**config.mk**
```make
export PLATFORM = sky130hd
export DESIGN_NAME = sprite_frame_scheduler
export DESIGN_NICKNAME = d
export VERILOG_FILES = /design/src/rtl/display_pkg.sv /design/src/rtl/rr_arbiter.sv /design/src/rtl/sprite_frame_scheduler.sv
export SDC_FILE = /design/constraint.sdc
export NUM_CORES = 1
export LEC_CHECK = 0
export CORE_ASPECT_RATIO = 1.5
export CORE_MARGIN = 2
export CORE_UTILIZATION = 46
export DETAILED_ROUTE_END_ITERATION = 7
export PLACE_DENSITY = 0.85
export RECOVER_POWER = 25
export SYNTH_ARGS = -nofsm -noshare
export SYNTH_HDL_FRONTEND = slang
export SYNTH_HIERARCHICAL = 1
export SYNTH_SLANG_ARGS = --single-unit
```
**constraint.sdc**
```tcl
create_clock -name clock_162 -period 5.3 [get_ports clock_162]
set_input_delay 1.325 -clock clock_162 [delete_from_list [all_inputs] [get_ports clock_162]]
set_output_delay 1.325 -clock clock_162 [all_outputs]
set_load 0.02 [all_outputs]
```
**src/rtl/display_pkg.sv**
```systemverilog
// Shared display geometry, sprite position type and scheduler state encoding.
// Optional position clamp helper used when SPRITE_CLAMP_EN is defined.
package display_pkg;
   localparam int H_VISIBLE = 1600;
   localparam int V_VISIBLE = 1200;
   localparam int H_TOTAL   = 2160;
   localparam int V_TOTAL   = 1250;
   localparam int ROW_W     = 11;
   localparam int COL_W     = 12;

   typedef struct packed {
      logic [ROW_W-1:0] row;
      logic [COL_W-1:0] col;
   } sprite_pos_t;

   typedef enum logic {
      ACCEPT = 1'b0,
      COMMIT = 1'b1
   } sched_state_e;

   function automatic sprite_pos_t clamp_pos(input sprite_pos_t p);
      sprite_pos_t q;
      q.row = (p.row > ROW_W'(V_VISIBLE - 1)) ? ROW_W'(V_VISIBLE - 1) : p.row;
      q.col = (p.col > COL_W'(H_VISIBLE - 1)) ? COL_W'(H_VISIBLE - 1) : p.col;
      return q;
   endfunction
endpackage

```
**src/rtl/rr_arbiter.sv**
```systemverilog
// Round-robin arbiter: combinational one-hot grant to a valid requester when enabled.
// Grant implies transfer; pointer moves to winner+1 on grant, holds otherwise.
module rr_arbiter #(
   parameter int N = 2
) (
   input  logic         i_clk,
   input  logic         i_rst_l,
   input  logic         i_enable,
   input  logic [N-1:0] i_valid,
   output logic [N-1:0] o_grant
);
   localparam int PTR_W = (N > 1) ? $clog2(N) : 1;

   logic [PTR_W-1:0] r_ptr;
   logic [PTR_W-1:0] w_next_ptr;
   logic [N-1:0]     w_grant;
   logic             w_found;
   int               w_idx;

   always_comb begin
      w_grant    = '0;
      w_next_ptr = r_ptr;
      w_found    = 1'b0;
      w_idx      = 0;
      for (int i = 0; i < N; i++) begin
         w_idx = (int'(r_ptr) + i) % N;
         if (!w_found && i_enable && i_valid[PTR_W'(w_idx)]) begin
            w_found                = 1'b1;
            w_grant[PTR_W'(w_idx)] = 1'b1;
            w_next_ptr             = PTR_W'((w_idx + 1) % N);
         end
      end
   end

   always_ff @(posedge i_clk) begin
      if (!i_rst_l) begin
         r_ptr <= '0;
      end else if (w_found) begin
         r_ptr <= w_next_ptr;
      end
   end

   assign o_grant = w_grant;
endmodule

```
**src/rtl/sprite_frame_scheduler.sv**
```systemverilog
// Shadows sprite position updates and commits dirty ones once per frame at the raster wrap (outputs move 2 cycles after wrap).
// req_ready is held low in the COMMIT cycle; positions clamp to the visible area when SPRITE_CLAMP_EN is defined.
module sprite_frame_scheduler
   import display_pkg::*;
#(
   parameter  int SPRITES    = 1,
   parameter  int REQUESTERS = 2,
   localparam int SID_W      = (SPRITES > 1) ? $clog2(SPRITES) : 1
) (
   input  logic                             clock_162,
   input  logic                             rst_l,
   input  logic [REQUESTERS-1:0]            req_valid,
   output logic [REQUESTERS-1:0]            req_ready,
   input  logic [REQUESTERS-1:0][SID_W-1:0] req_id,
   input  logic [REQUESTERS-1:0][ROW_W-1:0] req_row,
   input  logic [REQUESTERS-1:0][COL_W-1:0] req_col,
   input  logic [ROW_W-1:0]                 scan_row,
   input  logic [COL_W-1:0]                 scan_col,
   output logic [SPRITES-1:0][ROW_W-1:0]    sprite_row,
   output logic [SPRITES-1:0][COL_W-1:0]    sprite_col,
   output logic                             frame_start,
   output logic [15:0]                      frame_count,
   output logic                             commit_pending,
   output logic                             bad_id
);
   sched_state_e                  r_state;
   sprite_pos_t [SPRITES-1:0]     r_shadow;
   logic [SPRITES-1:0]            r_dirty;
   logic [SPRITES-1:0][ROW_W-1:0] r_sprite_row;
   logic [SPRITES-1:0][COL_W-1:0] r_sprite_col;
   logic                          r_frame_start;
   logic [15:0]                   r_frame_count;
   logic                          r_bad_id;

   logic                  w_enable;
   logic                  w_boundary;
   logic [REQUESTERS-1:0] w_grant;
   logic                  w_xfer;
   logic [SID_W-1:0]      w_win_id;
   sprite_pos_t           w_win_pos;
   sprite_pos_t           w_wr_pos;
   logic                  w_id_ok;

   assign w_boundary = (scan_row == '0) && (scan_col == '0);
   // Gating with rst_l keeps req_ready low while reset is held.
   assign w_enable   = (r_state == ACCEPT) && rst_l;

   rr_arbiter #(
      .N(REQUESTERS)
   ) u_arb (
      .i_clk    (clock_162),
      .i_rst_l  (rst_l),
      .i_enable (w_enable),
      .i_valid  (req_valid),
      .o_grant  (w_grant)
   );

   always_comb begin
      w_xfer    = |w_grant;
      w_win_id  = '0;
      w_win_pos = '0;
      for (int r = 0; r < REQUESTERS; r++) begin
         if (w_grant[r]) begin
            w_win_id      = req_id[r];
            w_win_pos.row = req_row[r];
            w_win_pos.col = req_col[r];
         end
      end
   end

`ifdef SPRITE_CLAMP_EN
   assign w_wr_pos = clamp_pos(w_win_pos);
`else
   assign w_wr_pos = w_win_pos;
`endif

   assign w_id_ok = (int'(w_win_id) < SPRITES);

   always_ff @(posedge clock_162) begin
      if (!rst_l) begin
         r_state       <= ACCEPT;
         r_shadow      <= '0;
         r_dirty       <= '0;
         r_sprite_row  <= '0;
         r_sprite_col  <= '0;
         r_frame_start <= 1'b0;
         r_frame_count <= '0;
         r_bad_id      <= 1'b0;
      end else begin
         case (r_state)
            ACCEPT: begin
               if (w_xfer) begin
                  if (w_id_ok) begin
                     r_shadow[w_win_id] <= w_wr_pos;
                     r_dirty[w_win_id]  <= 1'b1;
                  end else begin
                     r_bad_id <= 1'b1;
                  end
               end
               if (w_boundary) begin
                  r_state       <= COMMIT;
                  r_frame_start <= 1'b1;
               end
            end
            COMMIT: begin
               for (int s = 0; s < SPRITES; s++) begin
                  if (r_dirty[s]) begin
                     r_sprite_row[s] <= r_shadow[s].row;
                     r_sprite_col[s] <= r_shadow[s].col;
                  end
               end
               r_dirty       <= '0;
               r_frame_count <= r_frame_count + 16'd1;
               r_frame_start <= 1'b0;
               r_state       <= ACCEPT;
            end
         endcase
      end
   end

   assign req_ready      = w_grant;
   assign sprite_row     = r_sprite_row;
   assign sprite_col     = r_sprite_col;
   assign frame_start    = r_frame_start;
   assign frame_count    = r_frame_count;
   assign commit_pending = |r_dirty;
   assign bad_id         = r_bad_id;
endmodule

```
# Yosys cells after proc, flatten, opt, wreduce, memory -nomap -nowiden
# Cells that the tools add are included.
# totals
regBits	67
input_bits	75
word_cells	73
# op_classes
n_addsub	3
magnitude_cmp	7
n_eq_ne	3
n_mux	28
bitwise	4
n_reduce_logical	18
# ops
operator	count
$mux 23	3
$bwmux 23	1
$mux 1	17
$add 16x1->16 const B	1
$logic_not 12->1	1
$logic_not 11->1	1
$logic_and 1x1->1	8
$lt 1x3->1 const B	2
$ne 2x2->1 const B	3
$pmux 1 s2	3
$reduce_and 2->1	3
$reduce_and 3->1	2
$mux 2	2
$ge 1x1->1 const B	3
$add 1x1->1 const B	2
$demux 1 s1	2
$lt 1x1->1 const B	2
$not 1->1	2
$or 2x2->2	1
$reduce_bool 2->1	1
$reduce_or 2->1	1
$logic_not 1->1	1
$or 1x1->1	1

# Longest topological paths before layout
# Gate-level depths: netlist (run 1).
# depth
ltp_word	18
ltp_mapped	9
depth_no_buf	7

# Modules after synthesis
# The synthesis (run 1) kept the hierarchy.
# by_module_without_submodules
mod	instances	cells_each	area_each_um2	seq_area_each_um2
sprite_frame_scheduler	1	316	2787.7	1321.3
rr_arbiter	1	8	58.8	20.0

# Worst setup path before layout (run 1)
# Ideal clock, no wire load.
# synth_path
path_kind	input to output
startpoint	input port rst_l
endpoint	output port req_ready[0]
arrival_ns	2.235
setup_slack_ns	1.740
path_stages	4
cell_sequence	clkbuf_1 -> nor2b_1 -> nand2_1 -> nor2_1
# synth_via
elab_chain_cells	7
elab_cells_between_ends	9
cone_classes	mux: 3; bitwise: 1; reduce/logical: 5
# synth_rtl
item	line	rtl
from (decl)	sprite_frame_scheduler.sv:11	input logic rst_l,
$logic_and 1x1->1 *	sprite_frame_scheduler.sv:46	assign w_enable = (r_state == ACCEPT) && rst_l;
via w_enable	sprite_frame_scheduler.sv:35	logic w_enable;
$logic_and 1x1->1	rr_arbiter.sv:27	if (!w_found && i_enable && i_valid[PTR_W'(w_idx)]) begin
$mux 1	rr_arbiter.sv:27	
$logic_not 1->1	rr_arbiter.sv:27	
$logic_and 1x1->1 (2 in series)	rr_arbiter.sv:27	
$mux 2 *	rr_arbiter.sv:27	
to (decl)	sprite_frame_scheduler.sv:13	output logic [REQUESTERS-1:0] req_ready,
# The timed path passes the listed nets; every way through them passes the cells marked *.

# Worst setup path after layout (run 1)
# Ends and elaborated chain as after synthesis.

==> results of run 1 <==
## registers in the layout, indices dropped and copies added, names as in the netlist
register / count
sprite_col: 12
frame_count: 16
r_shadow: 23
bad_id: 1
r_state: 1
u_arb/r_ptr: 1
frame_start: 1
commit_pending: 1
sprite_row: 11
## metal layers
metal | share of wire [%] | vias up | GRT usage [%]
met1 | 41 | 1238 | 25.6
li1 | - | 1349 | -
met4 | 2.1 | 0 | 8.77
met5 | 0 | - | 0
met3 | 7.3 | 12 | 5.49
met2 | 50 | 94 | 36.1
## power groups by stage
stage	clock network (mW)	registers, mW	logic, mW
global placement	0	0.537	0.123
floorplan	0	0.537	0.0621
global route	0.505	0.528	0.137
CTS	0.482	0.526	0.127
detailed placement	0	0.537	0.126
finish	0.474	0.526	0.126
## worst max-delay path, delay by kind of cell
family | cells | cell delay, ps
buffers and inverters | 2 | 1400
AND/OR/NAND/NOR | 3 | 600
## cell families after synthesis
group                      after synthesis  share of synthesized area [%]
AOI/OAI and AO/OA                       78                           21.6
xor gates and xnor gates                10                           3.08
adders and majority gates                1                          0.439
buffers and inverters                   27                           4.75
DFF                                     67                           47.1
muxes                                    5                           1.76
other                                    1                          0.132
and+or+nand+nor                        135                           21.1
## cells in the final DEF (no fill, tap or decap), types with 2 or more instances in the layout
cell type / instances
buf_4: 3
nor4_1: 6
nand2b_1: 5
and3_1: 2
nand4_1: 8
inv_1: 3
nor3_1: 2
clkdlybuf4s50_1: 94
xor2_1: 8
dfxtp_1: 67
a211oi_2: 17
and4_1: 2
a22oi_1: 23
a21oi_1: 26
xnor2_1: 2
a211oi_1: 6
mux2i_1: 5
nor2_1: 40
nand2_1: 58
nand3_1: 5
dlygate4sd3_1: 22
clkbuf_8: 11
bufinv_16: 2
## cell type report
class                   count  share of cell area (%)
flip-flops and latches     67                    31.7
repair buffers            119                    28.0
clock buffers              12                    3.67
inverters                   4                   0.355
multi-input cells         230                    32.4
clock inverters             4                    1.71
well taps                  74                    2.19
## worst min-delay path by stage
| stage | slack, ps | end | depth (start not counted) | from |
|---|---|---|---|---|
| 3_3_place_gp | 440 | frame_start | 1 | frame_start |
| 4_1_cts | 450 | sprite_col[11] | 2 | r_shadow[11] |
| 6_report | 450 | sprite_col[11] | 2 | r_shadow[11] |
| 3_5_place_dp | 450 | sprite_row[7] | 2 | r_shadow[19] |
| 5_1_grt | 470 | sprite_row[1] | 2 | r_shadow[13] |
| 2_1_floorplan | 430 | sprite_col[0] | 2 | r_shadow[0] |
## metrics by stage
step	util, %	area [um2]
2_1_floorplan	-	2850
3_3_place_gp	66.3	4010
3_5_place_dp	66.3	4010
4_1_cts	70.0	4230
5_1_grt	70.0	4230
6_report	70.0	4230
==> metrics.md, run 1 <==
| Metric | Value |
|---|---|
| Run status | finished, final reports clean |
| Post CTS Setup Buffer Count | 0 |
| Min cycle time layout | about 4700 ps |
| CTS-repair resized insts | 0 |
| Hold WS | between 400 and 500 ps |
| Transition at the pin with the smallest max-transition slack | ~1100 ps |
| Most used flip-flop cell after synthesis | dfxtp_1 |
| Setup skew after layout | roughly 11 ps |
| Count of hold-fix buffers inserted at cts | 0 |
| Share of final-layout standard cells stronger than drive strength 1 | between 9 and 10% |
| Average cell area after synthesis | 8.79 um2 |
| Quantity of I/O buffers inserted on ports | around 120 |
| Inserted Clock Buffers | 9 |
| Post-placement setup slack | ~720 ps |
| Sequential cell area | around 0.0013 mm2 |
| Switching portion of total power | a little over a fifth |
| Overall power of the completed layout | between 1 and 1.5 mW |
| Biggest area contributors in the synthesized netlist | dfxtp_1 (47%), nand2_1 (7.6%), a211oi_2 (7.5%), a22oi_1 (6.1%), nor2_1 (5.3%) |
| Cell type with the largest total area after synthesis | dfxtp_1 |
| Final Hold Viols | 0 |
| Antenna-violating nets left | 0 |
| Antenna violations before repair | 0 |
| Non-filler instance count after layout | about 500 |
| CP required | approximately 4000 ps |
| Detailed router's first-iteration violation count | 132 |
| Grt total ovfl | 0 |
| Crit path largest cell delay | between 700 and 800 ps |
| Class of the most critical setup path | input pin to output port |
| Wire length of the first global-routing pass | ~11000 um |
| Slack of the critical path | about 650 ps |
| Average via count per standard cell | 5.28 |
| Number of flip-flops and latches in the synthesized netlist | 67 |
| Warning count from the yosys run | 6 |
| Post-detailed-placement half-perimeter wirelength | 5030 um |
| Area share of the leading cell type in the synthesized netlist | a little under half |
| RSZ-0062 raised after global routing | no |
| Die Height | 100 um |
| Count of maximum capacitance violations | 0 |
| Clk Tree Root Cell | clkbuf_8 |
| Power dissipated by switching net loads | about 0.24 mW |
| Part of the total power dissipated in sequential elements | a little under half |
| Critical path launch point type | input pin |
| Launch point of the critical path | rst_l |
| Int Pwr | a little under 0.9 mW |
| EDFF count, synth | 0 |
| Slew margin rel. | a little under a quarter |
| Clock tree from TritonCTS | yes |
| Maximum VDD drop | around 0.00021 V |
| Crit Path Max Fanout | 11 |
| Reported leakage power | 1.53 nW |
| Final setup TNS | 0 ps |
| Total I/O pin count | 119 |
| Number of nets in the synthesized netlist | 400 |
| Area of the multi-input gates | between 0.001 and 0.0015 mm2 |
| Number of vias after detailed routing | about 2700 |
| Sink count of the clock tree | 67 |
| Overall die area | ~0.0068 mm2 |
| Share of synthesized registers carrying an async set or reset | 0% |
| Clock network latency to the later pin of the worst-skew pair | ~330 ps |
| Area Overhead vs Synth | 48.7% |
| Filler cell count | around 480 |
| Series of cell instances along the critical path | dlygate4sd3_1 -> nor2b_1 -> nand2_1 -> nor2_1 -> clkdlybuf4s50_1 |
| Largest net degree at the start of global routing | 61 |
| Antenna diode count | 0 |
| Count leader, synth | dfxtp_1 |
| Max H-tree Level | 3 |
| Clock transition at the register clock pins on the worst setup and hold paths after CTS | 80 ps |
| Class of the worst hold path | flip-flop to flip-flop |
| Crit path capture | req_ready[0] |
| Max Buffers Root-to-Sink | 2 |
| DIE WIDTH | 68.2 um |
| Number of nets at the end of the flow | a little over 500 |
| Aggregate routed wire length | 7090 um |
| Period Utilization, post-route | between 80 and 90% |
| Number of remaining DRC errors | 0 |
| Minimum setup slack among reg-to-reg paths | between 2000 and 3000 ps |
| Setup Viol. Count Final | 0 |
| Most common library cells after synthesis | dfxtp_1 (67), nand2_1 (58), nor2_1 (40), a21oi_1 (26), a22oi_1 (23) |
| Drt first pass iters | 4 |
| Total standard cell area after synthesis | 0.00285 mm2 |
| Fraction of power consumed by combinational cells | 11.2% |
| Vias in the first global route | 2473 |
| R2r worst-path depth | 8 |
| Post-synthesis sequential area ratio | between 40% and 50% |
| Final Wtd Congestion | 0.724 |
| Kind of end point of the critical path | output port |
| Critical path arrival | ~3300 ps |
| Core Region | slightly above 0.006 mm2 |
| Gr usage total | 21.5% |
| Post-DR wirelength/cell | about 14 um |
| Power share of the clock group | between 40% and 50% |
| Slowest-stage cell, CP | dlygate4sd3_1 |
| Starting Density | 47.1% |
| R2R Path End | r_shadow[18] |
| Pwr/cell area | ~270 mW/mm2 |
| Slew Limit Fails | 0 |
| Instance count of the mapped netlist | between 300 and 400 |
| Highest clock rate | around 0.21 GHz |
| Number of distinct library cells after synthesis | 36 |
| Placement Rows | 35 |
| Count of placed standard cells including taps | roughly 490 |
| Critical R2R Launch | r_state |
(Power assumes the default switching activity.)
==> run 2, diff against run 1 <==
--- a/config.mk
+++ b/config.mk
@@ -9,7 +9,8 @@
 export CORE_MARGIN = 2
 export CORE_UTILIZATION = 46
 export DETAILED_ROUTE_END_ITERATION = 7
-export PLACE_DENSITY = 0.85
+export GPL_ROUTABILITY_DRIVEN = 0
+export PLACE_DENSITY_LB_ADDON = 0.15
 export RECOVER_POWER = 25
 export SYNTH_ARGS = -nofsm -noshare
 export SYNTH_HDL_FRONTEND = slang
==> constraint.sdc (replaced) <==
create_clock -name clock_162 -period 5.3 [get_ports clock_162]
set_input_delay 1.06 -clock clock_162 [delete_from_list [all_inputs] [get_ports clock_162]]
set_output_delay 1.06 -clock clock_162 [all_outputs]
set_load 0.02 [all_outputs]
==> metrics.md, run 2 (synthesis results as in run 1) <==
| Metric | Value |
|---|---|
| Run status | finished, final reports clean |
| Filler cell count | between 500 and 600 |
| Cell count of the worst hold path | 2 |
| Gr usage total | between 20 and 25% |
| Clk Tree Root Cell | clkbuf_8 |
| Most used cells in the layout excluding fill and tap cells | clkdlybuf4s50_1 (94), dfxtp_1 (67), nand2_1 (58), nor2_1 (40), a21oi_1 (26) |
| Count of placed standard cells including taps | around 500 |
| Critical R2R Launch | r_state |
| Total cell area at the placement stage | 0.00400 mm2 |
| Min cycle time layout | between 4000 and 5000 ps |
| Final std cell area, no fill | around 0.0042 mm2 |
| Post-detailed-placement half-perimeter wirelength | 5110 um |
| R2r worst-path depth | 8 |
| Highest clock rate | roughly 0.24 GHz |
| Area Overhead vs Synth | 48.4% |
| Number of flip-flops under the largest register name | 23 |
| Pwr/cell area | approximately 270 mW/mm2 |
| Most common cell after layout, fill and taps aside | clkdlybuf4s50_1 |
| Quantity of I/O buffers inserted on ports | between 100 and 150 |
| Largest net degree at the start of global routing | a little over 60 |
| Number of nets at the end of the flow | approximately 510 |
| Average via count per standard cell | roughly 5.4 |
| Setup Viol. Count Final | 0 |
| Register bank with the most flops | r_shadow |
| Kind of end point of the critical path | output port |
| Area of the multi-input gates | 0.00137 mm2 |
| Critical path arrival | just over 3000 ps |
| Crit Path Max Fanout | 11 |
| Clock tree from TritonCTS | yes |
| Antenna-violating nets left | 0 |
| Core Region | 0.00604 mm2 |
| Starting Density | 47.1% |
| Post-DR wirelength/cell | around 15 um |
| RSZ-0062 raised after global routing | no |
| Period Utilization, post-route | roughly 80% |
| Count of hold-fix buffers inserted at cts | 0 |
| Die Height | ~100 um |
| Transition at the pin with the smallest max-transition slack | approximately 1200 ps |
| CP required | 4240 ps |
| R2R Path End | r_shadow[10] |
| Final Hold Viols | 0 |
| Non-filler instance count after layout | between 500 and 600 |
| Reported leakage power | about 1.5 nW |
| Vias in the first global route | approximately 2600 |
| Antenna violations before repair | 0 |
| Critical path launch point type | input pin |
| Antenna diode count | 0 |
| Class of the most critical setup path | input pin to output port |
| Post CTS Setup Buffer Count | 0 |
| Placement Rows | 35 |
| Min-Delay Startpoint | r_shadow[21] |
| Clock transition at the register clock pins on the worst setup and hold paths after CTS | ~80 ps |
| Overall die area | just under 0.007 mm2 |
| Final setup TNS | 0 ps |
| Aggregate routed wire length | about 7500 um |
| Inserted Clock Buffers | 9 |
| Clock network latency to the later pin of the worst-skew pair | between 300 and 400 ps |
| Slew margin rel. | between 20% and 30% |
| CTS-repair resized insts | 0 |
| Sink count of the clock tree | 67 |
| Grt total ovfl | 0 |
| DIE WIDTH | a little under 70 um |
| Sequential cell area | 0.00134 mm2 |
| Max H-tree Level | 3 |
| Setup skew after layout | around 11 ps |
| Wire length of the first global-routing pass | 11600 um |
| Slew Limit Fails | 0 |
| Max Buffers Root-to-Sink | 2 |
| Drt first pass iters | 4 |
| Number of remaining DRC errors | 0 |
| Destination of the worst hold path | sprite_row[9] |
| Share of final-layout standard cells stronger than drive strength 1 | just over 9% |
| Class of the worst hold path | flip-flop to flip-flop |
| Count of maximum capacitance violations | 0 |
| Number of vias after detailed routing | 2739 |
| Total I/O pin count | 119 |
| Minimum setup slack among reg-to-reg paths | approximately 2700 ps |
| Maximum VDD drop | about 0.00019 V |
| Detailed router's first-iteration violation count | around 110 |
run 2: changes by cell type in the layout (fill, tap and decap cells not counted):
| cell | delta |
|---|---|
| buf_4 | -1 |
| clkbuf_1 | -1 |
| clkbuf_8 | -1 |
| clkinv_4 | +1 |
| clkinvlp_4 | +1 |
run 2: through the flow:
stage / worst slack, ps / hold WS, ps / total power, mW / util [%]
after floorplan: 2150 / 432 / 0.599 / -
after CTS: 1160 / 445 / 1.14 / 69.9
final: 1130 / 438 / 1.13 / 69.9
after global routing: 965 / 468 / 1.17 / 69.9
after global placement: 1190 / 436 / 0.660 / 66.1
after detailed placement: 1180 / 443 / 0.663 / 66.1
run 2: metal layers:
layer  vias up  GRT usage [%]  part of all wire (%)
met3        11           7.06                   6.8
met1      1287           25.2                    40
met4         0           6.92                   1.3
met2        93           38.8                    52
met5         -              0                     0
li1       1348              -                     -
run 2: layout make-up:
type / instances / area share [%]
Clock buffer: 10 / 3.26
Inverter: 4 / 0.355
Tap cell: 74 / 2.19
Timing Repair Buffer: 118 / 27.8
Sequential cell: 67 / 31.8
Clock inverter: 6 / 2.10
Multi-Input combinational cell: 230 / 32.5
run 2: where the power goes:
part	leakage (nW)	switching [mW]	internal, mW
logic	0.871	0.0533	0.0730
registers	0.545	0.00785	0.518
clock network	0.108	0.195	0.278
run 2: worst max-delay path by stage:
stage	startpoint	endpoint	slack [ps]
6_report	rst_l	req_ready[0]	1130
4_1_cts	rst_l	req_ready[0]	1160
3_3_place_gp	rst_l	req_ready[0]	1190
3_5_place_dp	rst_l	req_ready[0]	1180
2_1_floorplan	rst_l	r_shadow[10]	2150
5_1_grt	rst_l	req_ready[0]	970
run 2: critical path: stages:
cell,delay [ps]
dlygate4sd3_1,780
nor2b_1,280
nand2_1,120
nor2_1,210
clkdlybuf4s50_1,660
==> patch: new RTL, flow settings as in run 1 <==
The parameter `REQUESTERS` goes from 2 to 1.
--- a/src/rtl/sprite_frame_scheduler.sv
+++ b/src/rtl/sprite_frame_scheduler.sv
@@ -4,7 +4,7 @@
    import display_pkg::*;
 #(
    parameter  int SPRITES    = 1,
-   parameter  int REQUESTERS = 2,
+   parameter  int REQUESTERS = 1,
    localparam int SID_W      = (SPRITES > 1) ? $clog2(SPRITES) : 1
 ) (
    input  logic                             clock_162,
Interface: changed (5 resized); port bits go from 119 to 93. The function was not compared with the original's and may differ.
==> patch against run 1 <==
Area after synthesis decreased by 12%. Worst setup slack improved by 110 ps. Combinational power decreased by 49%. Critical path depth decreased by 1. Routed wire length decreased by 13%. Sequential share of layout area increased by 4.5 points. Cell area decreased by 14%. Total power decreased by 9.0%. Sequential power decreased by 4.0%. Via count decreased by 12%. Sequential cell count decreased by 1. Register-to-register slack improved by 150 ps. The run now ends with max-capacitance violations, max-slew violations left.
==> patch: results (changes against run 1) <==
stage,metric,value,unit,change
global_routing,met3 GRT Util,8.27,%,was 5.49%
finish,signal buffers share of area,25.3,%,was 28.0%
global_routing,first-pass GRT wire length,10200,um,"was 11,200 um"
placed_design,detailed placement HPWL,4310,um,was 5030 um
synthesis,post-synthesis xor/xnor area fraction,3.52,%,was 3.08%
status,status,"finished, violations left",,"was complete, no violations"
global_routing,vias in the first global route,2280,,"was 2,473"
route,Routed wire per std cell,13.2,um,was 13.9 um
synthesis,Synth area leaders,"dfxtp_1, nand2_1, a21oi_1",,"was dfxtp_1, nand2_1, a211oi_2"
synthesis,syn_nets,359,,was 400
finish,fraction of area in multi-input gates,29.8,%,was 32.4%
timing,Worst Skew,4.30,ps,was 10.8 ps
route,Met1 Wirelength,2340,um,was 2900 um
critical_path,Crit Path Max Fanout,8,,was 11
placed_design,Placer Congestion,0.804,,was 0.724
route,Vias/cell,5.07,,was 5.28
global_routing,GRT Util Overall,22.0,%,was 21.5%
synthesis,mean post-synth cell area,8.09,sq um,was 8.79 sq um
finish,CLK BUF,9,,was 12
synthesis,Post-synth top cells,"nand2_1, dfxtp_1, a21oi_1",,"was dfxtp_1, nand2_1, nor2_1"
finish,# fillers,414,,was 484
synthesis,Compound-Gate Fraction of Synth Area,11.0,%,was 21.6%
finish,clk cell area share,5.93,%,was 5.38%
power_and_ir_drop,static leakage,1.27,nW,was 1.53 nW
synthesis,Netlist cell types,30,,was 36
finish,Seq area share,36.2,%,was 31.7%
global_routing,largest net degree at the start of global routing,55,,was 61
timing,Pins Over Slew Limit,55,,was 0
status,failing checks,"max-capacitance violations, max-slew violations",,
timing,relative slew slack,-44.9,%,was 24.0%
power_and_ir_drop,register share of total power,49.3,%,was 46.7%
flow_run,max-cap violations,1,,was 0
finish,storage element area,0.00132,sq mm,was 0.00134 sq mm
critical_path,CP arrival,3220,ps,was 3330 ps
route,length of routed met2 wiring,3260,um,was 3520 um
finish,multi-input gate count,221,,was 230
synthesis,adder-cell share of the synthesized area,0.502,%,was 0.440%
finish,layout cell share with drive strength beyond 1,4.75,%,was 9.17%
placed_design,IO Port Bufs,92,,was 116
placed_design,placed cells,452,,was 494
route,DR WL met3,366,um,was 519 um
global_routing,met2 GRT Util,37.3,%,was 36.1%
hold_path,Min-Delay Path Class,reg2reg,,unchanged
power_and_ir_drop,P_sw,0.219,mW,was 0.245 mW
finish,"Buffers, non-clock",93,,was 119
global_routing,met1 Use GR,22.7,%,was 25.6%
synthesis,mux cell area share after synthesis,1.61,%,was 1.76%
finish,num sequential,66,,was 67
route,First DRT Iteration DRCs,122,,was 132
route,DR vias,2374,,"was 2,693"
synthesis,Post-synth top flop,dfxtp_1,,unchanged
power_and_ir_drop,Clock power frac,44.4,%,was 42.1%
synthesis,proportion of synthesized chip area in sequential cells,53.0,%,was 47.1%
power_and_ir_drop,Peak supply drop,222,uV,was 209 uV
patch: critical path, cell delays in order:
cell             delay [ps]
dlygate4sd3_1           680
nor2b_1                 360
and2_0                  230
clkdlybuf4s50_1         620
patch: through the flow:
stage	hold WS [ps]	setup slack, ps	util [%]	total power [mW]	area (sq um)
6_report	452	759	70.7	1.02	3650
5_1_grt	466	636	70.7	1.06	3650
4_1_cts	455	883	70.7	1.04	3650
3_5_place_dp	443	890	66.5	0.581	3440
3_3_place_gp	436	932	66.5	0.580	3440
2_1_floorplan	432	2170	-	0.537	2490
patch: cells by family after synthesis:
group	Yosys count
fa+ha+maj	1
buf+inv	21
xor+xnor	10
mux	4
compound gates	53
simple gates	153
flops	66
patch: path summary, 6_finish.rpt:
path | to | slack, ps | cells past startpoint | from
setup / recovery | req_ready | 760 | 4 | rst_l
setup reg to reg | r_shadow[16] | 2850 | 6 | r_state
hold / removal | sprite_row[8] | 450 | 2 | sprite_row[8]
hold reg to reg | sprite_row[8] | 450 | 2 | sprite_row[8]
